[src/rtl/pe_mac_rf.sv]
`default_nettype none
// ============================================================================
// Module      : pe_mac_rf
// Description : Two-stage MAC processing element with a register file of
//               signed accumulators, optional saturation and sticky overflow.
// Revision    : 1.0 - initial release
// ============================================================================
module pe_mac_rf #(
  parameter int INPUT_WIDTH    = 8,
  parameter int OUTPUT_WIDTH   = 32,
  parameter int REG_FILE_DEPTH = 8,
  parameter int REG_FILE_WIDTH = 3,
  parameter int SATURATE       = 1
) (
  input  logic                      clk,
  input  logic                      rst,
  input  logic                      in_valid,
  output logic                      in_ready,
  input  logic [1:0]                in_op,
  input  logic [INPUT_WIDTH-1:0]    data_in_1,
  input  logic [INPUT_WIDTH-1:0]    data_in_2,
  input  logic [REG_FILE_WIDTH-1:0] in_addr,
  output logic                      out_valid,
  input  logic                      out_ready,
  output logic [OUTPUT_WIDTH-1:0]   data_out,
  output logic [REG_FILE_WIDTH-1:0] out_addr,
  output logic                      out_ovf
);

  localparam int c_PROD_W = 2 * INPUT_WIDTH;
  localparam logic [1:0] c_OP_MAC      = 2'b00;
  localparam logic [1:0] c_OP_SET      = 2'b01;
  localparam logic [1:0] c_OP_READ_CLR = 2'b11;
  localparam logic [OUTPUT_WIDTH-1:0] c_ACC_MAX = {1'b0, {(OUTPUT_WIDTH-1){1'b1}}};
  localparam logic [OUTPUT_WIDTH-1:0] c_ACC_MIN = {1'b1, {(OUTPUT_WIDTH-1){1'b0}}};
  localparam logic [REG_FILE_WIDTH:0] c_DEPTH   = (REG_FILE_WIDTH+1)'(REG_FILE_DEPTH);

  generate
    if (OUTPUT_WIDTH < 2 * INPUT_WIDTH) begin : g_width_check
      $error("pe_mac_rf: OUTPUT_WIDTH must be >= 2*INPUT_WIDTH");
    end
    if (REG_FILE_WIDTH != $clog2(REG_FILE_DEPTH)) begin : g_addr_check
      $error("pe_mac_rf: REG_FILE_WIDTH must equal clog2(REG_FILE_DEPTH)");
    end
  endgenerate

  logic                             r_s1_valid;
  logic [1:0]                       r_s1_op;
  logic [REG_FILE_WIDTH-1:0]        r_s1_addr;
  logic signed [INPUT_WIDTH-1:0]    r_s1_a;
  logic signed [INPUT_WIDTH-1:0]    r_s1_b;
  logic signed [OUTPUT_WIDTH-1:0]   r_rf [REG_FILE_DEPTH];
  logic [REG_FILE_DEPTH-1:0]        r_ovf;
  logic                             r_out_valid;
  logic [OUTPUT_WIDTH-1:0]          r_data_out;
  logic [REG_FILE_WIDTH-1:0]        r_out_addr;
  logic                             r_out_ovf;

  logic                             w_advance;
  logic                             w_hit;
  logic signed [c_PROD_W-1:0]       w_prod;
  logic signed [OUTPUT_WIDTH-1:0]   w_prod_ext;
  logic signed [OUTPUT_WIDTH-1:0]   w_acc;
  logic [OUTPUT_WIDTH:0]            w_sum;
  logic                             w_mac_ovf;
  logic [OUTPUT_WIDTH-1:0]          w_mac_res;

  assign w_advance  = !r_out_valid || out_ready;
  assign in_ready   = w_advance && !rst;

  assign w_prod     = r_s1_a * r_s1_b;
  assign w_prod_ext = OUTPUT_WIDTH'(w_prod);
  assign w_hit      = r_s1_valid && ({1'b0, r_s1_addr} < c_DEPTH);
  assign w_acc      = r_rf[r_s1_addr];

  // One guard bit: overflow shows up as disagreement of the top two sum bits.
  assign w_sum      = {w_acc[OUTPUT_WIDTH-1], w_acc} + {w_prod_ext[OUTPUT_WIDTH-1], w_prod_ext};
  assign w_mac_ovf  = w_sum[OUTPUT_WIDTH] ^ w_sum[OUTPUT_WIDTH-1];

  always_comb begin
    w_mac_res = w_sum[OUTPUT_WIDTH-1:0];
    if (w_mac_ovf && (SATURATE != 0)) begin
      w_mac_res = w_sum[OUTPUT_WIDTH] ? c_ACC_MIN : c_ACC_MAX;
    end
  end

  always_ff @(posedge clk) begin
    if (rst) begin
      r_s1_valid  <= 1'b0;
      r_s1_op     <= '0;
      r_s1_addr   <= '0;
      r_s1_a      <= '0;
      r_s1_b      <= '0;
      for (int i = 0; i < REG_FILE_DEPTH; i++) begin
        r_rf[i] <= '0;
      end
      r_ovf       <= '0;
      r_out_valid <= 1'b0;
      r_data_out  <= '0;
      r_out_addr  <= '0;
      r_out_ovf   <= 1'b0;
    end else if (w_advance) begin
      r_s1_valid <= in_valid && in_ready;
      if (in_valid && in_ready) begin
        r_s1_op   <= in_op;
        r_s1_addr <= in_addr;
        r_s1_a    <= $signed(data_in_1);
        r_s1_b    <= $signed(data_in_2);
      end

      if (out_ready) begin
        r_out_valid <= 1'b0;
      end

      if (w_hit) begin
        case (r_s1_op)
          c_OP_MAC: begin
            r_rf[r_s1_addr] <= $signed(w_mac_res);
            if (w_mac_ovf) begin
              r_ovf[r_s1_addr] <= 1'b1;
            end
          end
          c_OP_SET: begin
            r_rf[r_s1_addr]  <= w_prod_ext;
            r_ovf[r_s1_addr] <= 1'b0;
          end
          default: begin
            r_out_valid <= 1'b1;
            r_data_out  <= w_acc;
            r_out_addr  <= r_s1_addr;
            r_out_ovf   <= r_ovf[r_s1_addr];
            if (r_s1_op == c_OP_READ_CLR) begin
              r_rf[r_s1_addr]  <= '0;
              r_ovf[r_s1_addr] <= 1'b0;
            end
          end
        endcase
      end
    end
  end

  assign out_valid = r_out_valid;
  assign data_out  = r_data_out;
  assign out_addr  = r_out_addr;
  assign out_ovf   = r_out_ovf;

endmodule
`default_nettype wire

[config.mk]
export PLATFORM = sky130hd
export DESIGN_NAME = pe_mac_rf
export DESIGN_NICKNAME = d
export VERILOG_FILES = /design/src/rtl/pe_mac_rf.sv
export SDC_FILE = /design/constraint.sdc
export NUM_CORES = 1
export LEC_CHECK = 0
export CAP_MARGIN = 20
export CORE_ASPECT_RATIO = 1.5
export CORE_UTILIZATION = 40
export DETAILED_ROUTE_END_ITERATION = 8
export SYNTH_ARGS = -nofsm -noshare
export SYNTH_HDL_FRONTEND = slang
export SYNTH_SLANG_ARGS = --single-unit
[constraint.sdc]
create_clock -name clk -period 20.8 [get_ports clk]
set_input_delay 4.16 -clock clk [delete_from_list [all_inputs] [get_ports clk]]
set_output_delay 4.16 -clock clk [all_outputs]
set_load 0.005 [all_outputs]
# [After elaboration in Yosys (flattened, before gate mapping)]
# Memories as Yosys holds them, arrays and structs flattened. A register that Yosys moved wholly into a read port is not among the register bits.
# Index checks and enable logic that the tools add are counted.
[totals] register_bits=67 latch_bits=0 ramBits=256 romBits=0 input_bits=25 output_inout_bits=38 mem_count=1
[mem_list] memory="r_rf" depth=8 word_bits=32 rd=1 rd_ports_with_merged_regs=1 write_ports=8 line="52" text="logic signed [OUTPUT_WIDTH-1:0] r_rf [REG_FILE_DEPTH];"
[op_classes] add_sub_neg=1 mul=1 div_mod_pow=0 order_cmp=2 n_eq_ne=3 shift=0 mux=37 bitwise_logic=7 n_reduce_logical=13
[ops] op="32-bit two-way mux" n=5
[ops] op="32-bit by 16-bit adder with 33-bit output" n=1
[ops] op="32-bit OR reduction" n=1
[ops] op="1-bit two-way mux" n=24
[ops] op="8-bit by 8-bit multiplier with 16-bit output" n=1
[ops] op="8-bit two-way mux" n=2
[ops] op="8-bit case mux with 2 select lines" n=1
[ops] op="3-bit two-way mux" n=3
[ops] op="8-bit AND" n=1
[ops] op="8-bit inverter" n=1
[ops] op="8-bit bitwise OR" n=1
[ops] op="3-bit by 4-bit less-than comparator with 1-bit output (second input constant)" n=1
[ops] op="4-bit AND reduction" n=1
[ops] op="1-bit binary-select mux with 3-bit select" n=1
[ops] op="1-bit demux with 3-bit select" n=1
[ops] op="3-bit by 1-bit greater-or-equal comparator with 1-bit output (second input constant)" n=1
[ops] op="1-bit logical AND" n=3
[ops] op="3-bit AND reduction" n=1
[ops] op="3-bit nonzero test" n=1
[ops] op="2-bit by 1-bit equality test with 1-bit output (second input constant)" n=1
[ops] op="2-bit equality test (second input constant)" n=1
[ops] op="1-bit zero test" n=2
[ops] op="2-bit zero test" n=1
[ops] op="2-bit != test (second input constant)" n=1
[ops] op="6 further kinds" n=7

# [Longest topological paths before layout]
[logic_depth] word_depth=10 mapped_depth=33 depth_no_buf=29

# [Worst setup path before layout]
# OpenSTA, ideal clock, no wires.
[synth_timing] kind="input-to-output" start="in out_ready" end="out in_ready" arrival_time_ps=4626 required_ps=16640 setup_slack_ps=12014 path_stages=3 n_path_buf=1 path_cell_list="nand2b_1 -> clkbuf_1 -> and2_1"
[synth_between] elab_chain_cells=2
[synth_rtl] element="start: declaration" line="24" text="input logic out_ready,"
[synth_rtl] element="1-bit logical OR" line="68" text="assign w_advance = !r_out_valid || out_ready;"
[synth_rtl] element="1-bit logical AND" line="69" text="assign in_ready = w_advance && !rst;"
[synth_rtl] element="end: declaration" line="18" text="output logic in_ready,"
# Every way passes these cells.

# [Worst setup path in the final report]
[layout_timing] start="in rst" end="out in_ready"
[layout_between] elab_chain_cells=2
[layout_rtl] element="start: declaration" line="16" text="input logic rst,"
[layout_rtl] element="1-bit zero test" line="69"
[layout_rtl] element="1-bit logical AND" line="69"
# Every way passes these cells.

==> out/results.ini <==
[synthesis]
muxShareOfSynthArea = 0.100
ys_types = 75
synth-main-ff-cell = edfxtp_1
syn-num-nets = 1755
synth_most_common_cell = nor2_1
synth_top_cell_area_share = 0.417
synth_top_family_by_area = simple AND/OR/NAND/NOR gates
seq_area_frac_synth = 0.493
synth_area_mm2 = 0.0184
yosys-top-cells-count = 329 x nor2_1, 256 x edfxtp_1, 125 x nand2_1
synth_area_per_cell_um2 = 11.4
synth_edf_count = 256
synth_xor_area_frac = 0.0199
synth.area.top_cells = edfxtp_1 42%, mux4_2 7.8%, dfxtp_1 7.6%, nor2_1 6.7%, fa_1 6.1%
synth_compound_gate_area_share = 0.0756
synthSimpleGateAreaFrac = 0.169
synthCells = 1612
yosys.area_share.adder = 0.103
async_reset_ff_frac = 0
yosysWarnings = 0
synth-seq-cells = 326
synth_area_leader_cell = edfxtp_1

[place]
globalplace.congestion = 0.933
io_buffers = 62
dp_hpwl_um = 34300
place_area_mm2 = 0.0196

[layout]
drive_above_1_share = 0.129
stdcell_area_mm2 = 0.0206
syn_to_final_growth_pct = 11.8
final_nets = 1791
diodes = 0
fillers = 4267

[worst_setup_path]
worstSetupStartpointType = primary input
r2r_slack_ns = 11.76
critPathKind = primary input to output port
r2r_end = r_rf[0][26]
endpoint_kind = output port
worst_ep_required_time_ns = 16.64
crit_fanout = 41
reg2reg_from = r_s1_b[2]
critPathArrivalTime_ns = 5.91
worstRegToRegCells = 24

[sta]
hold_violations = 0
final.period_utilization = 0.484
worst_pin_slew_ns = 1.15
setup_violations = 0
relSlewSlack = 0.229
min_period_ns = 10.07
slew_viol_final = 0
finalSetupTns_ns = 0
rsz0062_at_grt = no
clock_skew_ns = 0.0378
max_freq_ghz = 0.0993

[detailed_routing]
first_pass_iters = 5
drc_errors = 0
drtIter0Drc = 748
num_vias = 12200
wire_per_inst_um = 21.3
viasPerCell = 5.42
wl_um = 48200
detail-route-antenna-nets = 0

[die]
num_io_pins = 63
core.rowCount = 96
die_height_um = 265
dieArea_mm2 = 0.0470
start_util = 0.404
die_w_um = 177
core_area_mm2 = 0.0456

[clock_tree]
cts_max_path_buffers = 3
cts_setup_buffers = 0
cts_root_buf = clkbuf_16
cts_buffers = 31
cts_sinks = 326
cts_tree = done
clock_latency_ns = 0.61
ctsResizeCount = 0
clk_pin_slew_worst_paths_ns = 0.06
cts_htree_levels = 1
ctsHoldBuffers = 0

[min_path]
holdPathEnd = out_addr[0]
worstHoldStart = out_addr[0]
worstHoldPathType = flop to flop
holdPathStages = 2

[pwr]
peakVddDrop_uv = 62.4
leakage_uw = 0.00804
power_uw = 1990
powerDensity_mw_per_mm2 = 96.3

[grt]
grt_pass1_vias = 12800
grt_remaining_overflow = 0
antenna_found_initial = 0
grt_pass1_wl_um = 73300
grt_max_degree = 42
gr-usage-all-layers = 0.209

[run]
cap_violations = 0

[run_status]
run_status = finished clean

## placed cells by master, fill, tap and decap left out, types with 5 or more instances in the layout
cell type	netlist	layout
nor2_1	329	329
edfxtp_1	256	256
nand2_1	125	125
inv_1	104	104
dfxtp_1	70	67
mux4_2	64	64
ha_1	62	62
clkdlybuf4s50_1	0	61
fa_1	56	56
nor3_1	53	53
and2_1	49	49
a21oi_1	48	48
nand3_1	35	35
mux2_2	32	32
clkbuf_16	0	31
xnor2_1	29	29
o21ai_0	22	22
buf_4	4	17
nand2b_1	15	15
a21o_1	15	15
nor2_4	14	14
xor2_1	13	13
nor2b_1	10	10
o21bai_1	10	10
clkbuf_8	0	10
and3_1	8	8
a211oi_1	8	8
a32o_1	8	8
clkbuf_1	46	8
o22ai_4	7	7
mux2i_1	5	5
nand4b_1	5	5
## final cells by class
class                      instances  area, um2  area share
timing repair buffer              79        743      0.0360
multi-input combinational       1106       8620       0.418
sequential                       326       9090       0.441
tap                              588        736      0.0357
clock buffer                      49        943      0.0457
inverter                         104        390      0.0189
clock inverter                     9       90.1     0.00437
## metal layers
metal  share of wire  track usage  routed length [um]  vias up
met2            0.55        0.396               26400      284
met4           0.056        0.107                2680        0
met3           0.035       0.0201                1710      104
li1                -            -                   -     5740
met5               0            0                   0        -
met1            0.36        0.227               17400     6119
## report_power, final
group          total [uW]  internal (uW)  switching [uW]
clock network         575            324             251
registers             752            732            19.5
logic                 658            224             434
total                1990           1280             704
## state kept, by name, summed over array words and instances (netlist names), named ones only
| name | flops |
|---|---|
| data_out | 32 |
| out_addr | 3 |
| out_ovf | 1 |
| out_valid | 1 |
| r_rf | 256 |
| r_s1_a | 8 |
| r_s1_addr | 3 |
| r_s1_b | 8 |
| r_s1_op | 2 |
| r_s1_valid | 1 |
## worst max-delay path by stage
stage,start,endpoint,slack [ns],cells past startpoint
final,rst,in_ready,10.73,5
after global routing,rst,in_ready,10.65,5
after CTS,rst,in_ready,10.73,5
after detailed placement,rst,in_ready,10.72,5
after global placement,rst,in_ready,10.73,5
after floorplan,out_ready,in_ready,12.01,3
## cell families after synthesis
family | Yosys count
muxes | 101
and+or+nand+nor | 672
xor gates and xnor gates | 42
adders and majority gates | 118
DFF | 326
AOI/OAI and AO/OA | 173
buffers and inverters | 180
## metrics by stage
stage,std cells,hold WS (ns),setup slack [ns],utilization
CTS,2261,0.458,10.73,0.452
global placement,2203,0.448,10.73,0.429
detailed placement,2203,0.449,10.72,0.429
global route,2261,0.492,10.65,0.452
floorplan,1612,0.453,12.01,-
finish,2261,0.456,10.73,0.452
## critical path, cell delays in order
cell             delay, ns
buf_2                 0.67
inv_1                 0.11
buf_4                 0.30
and2_1                0.20
clkdlybuf4s50_1       0.45
Power figures use the tool's default switching activity.
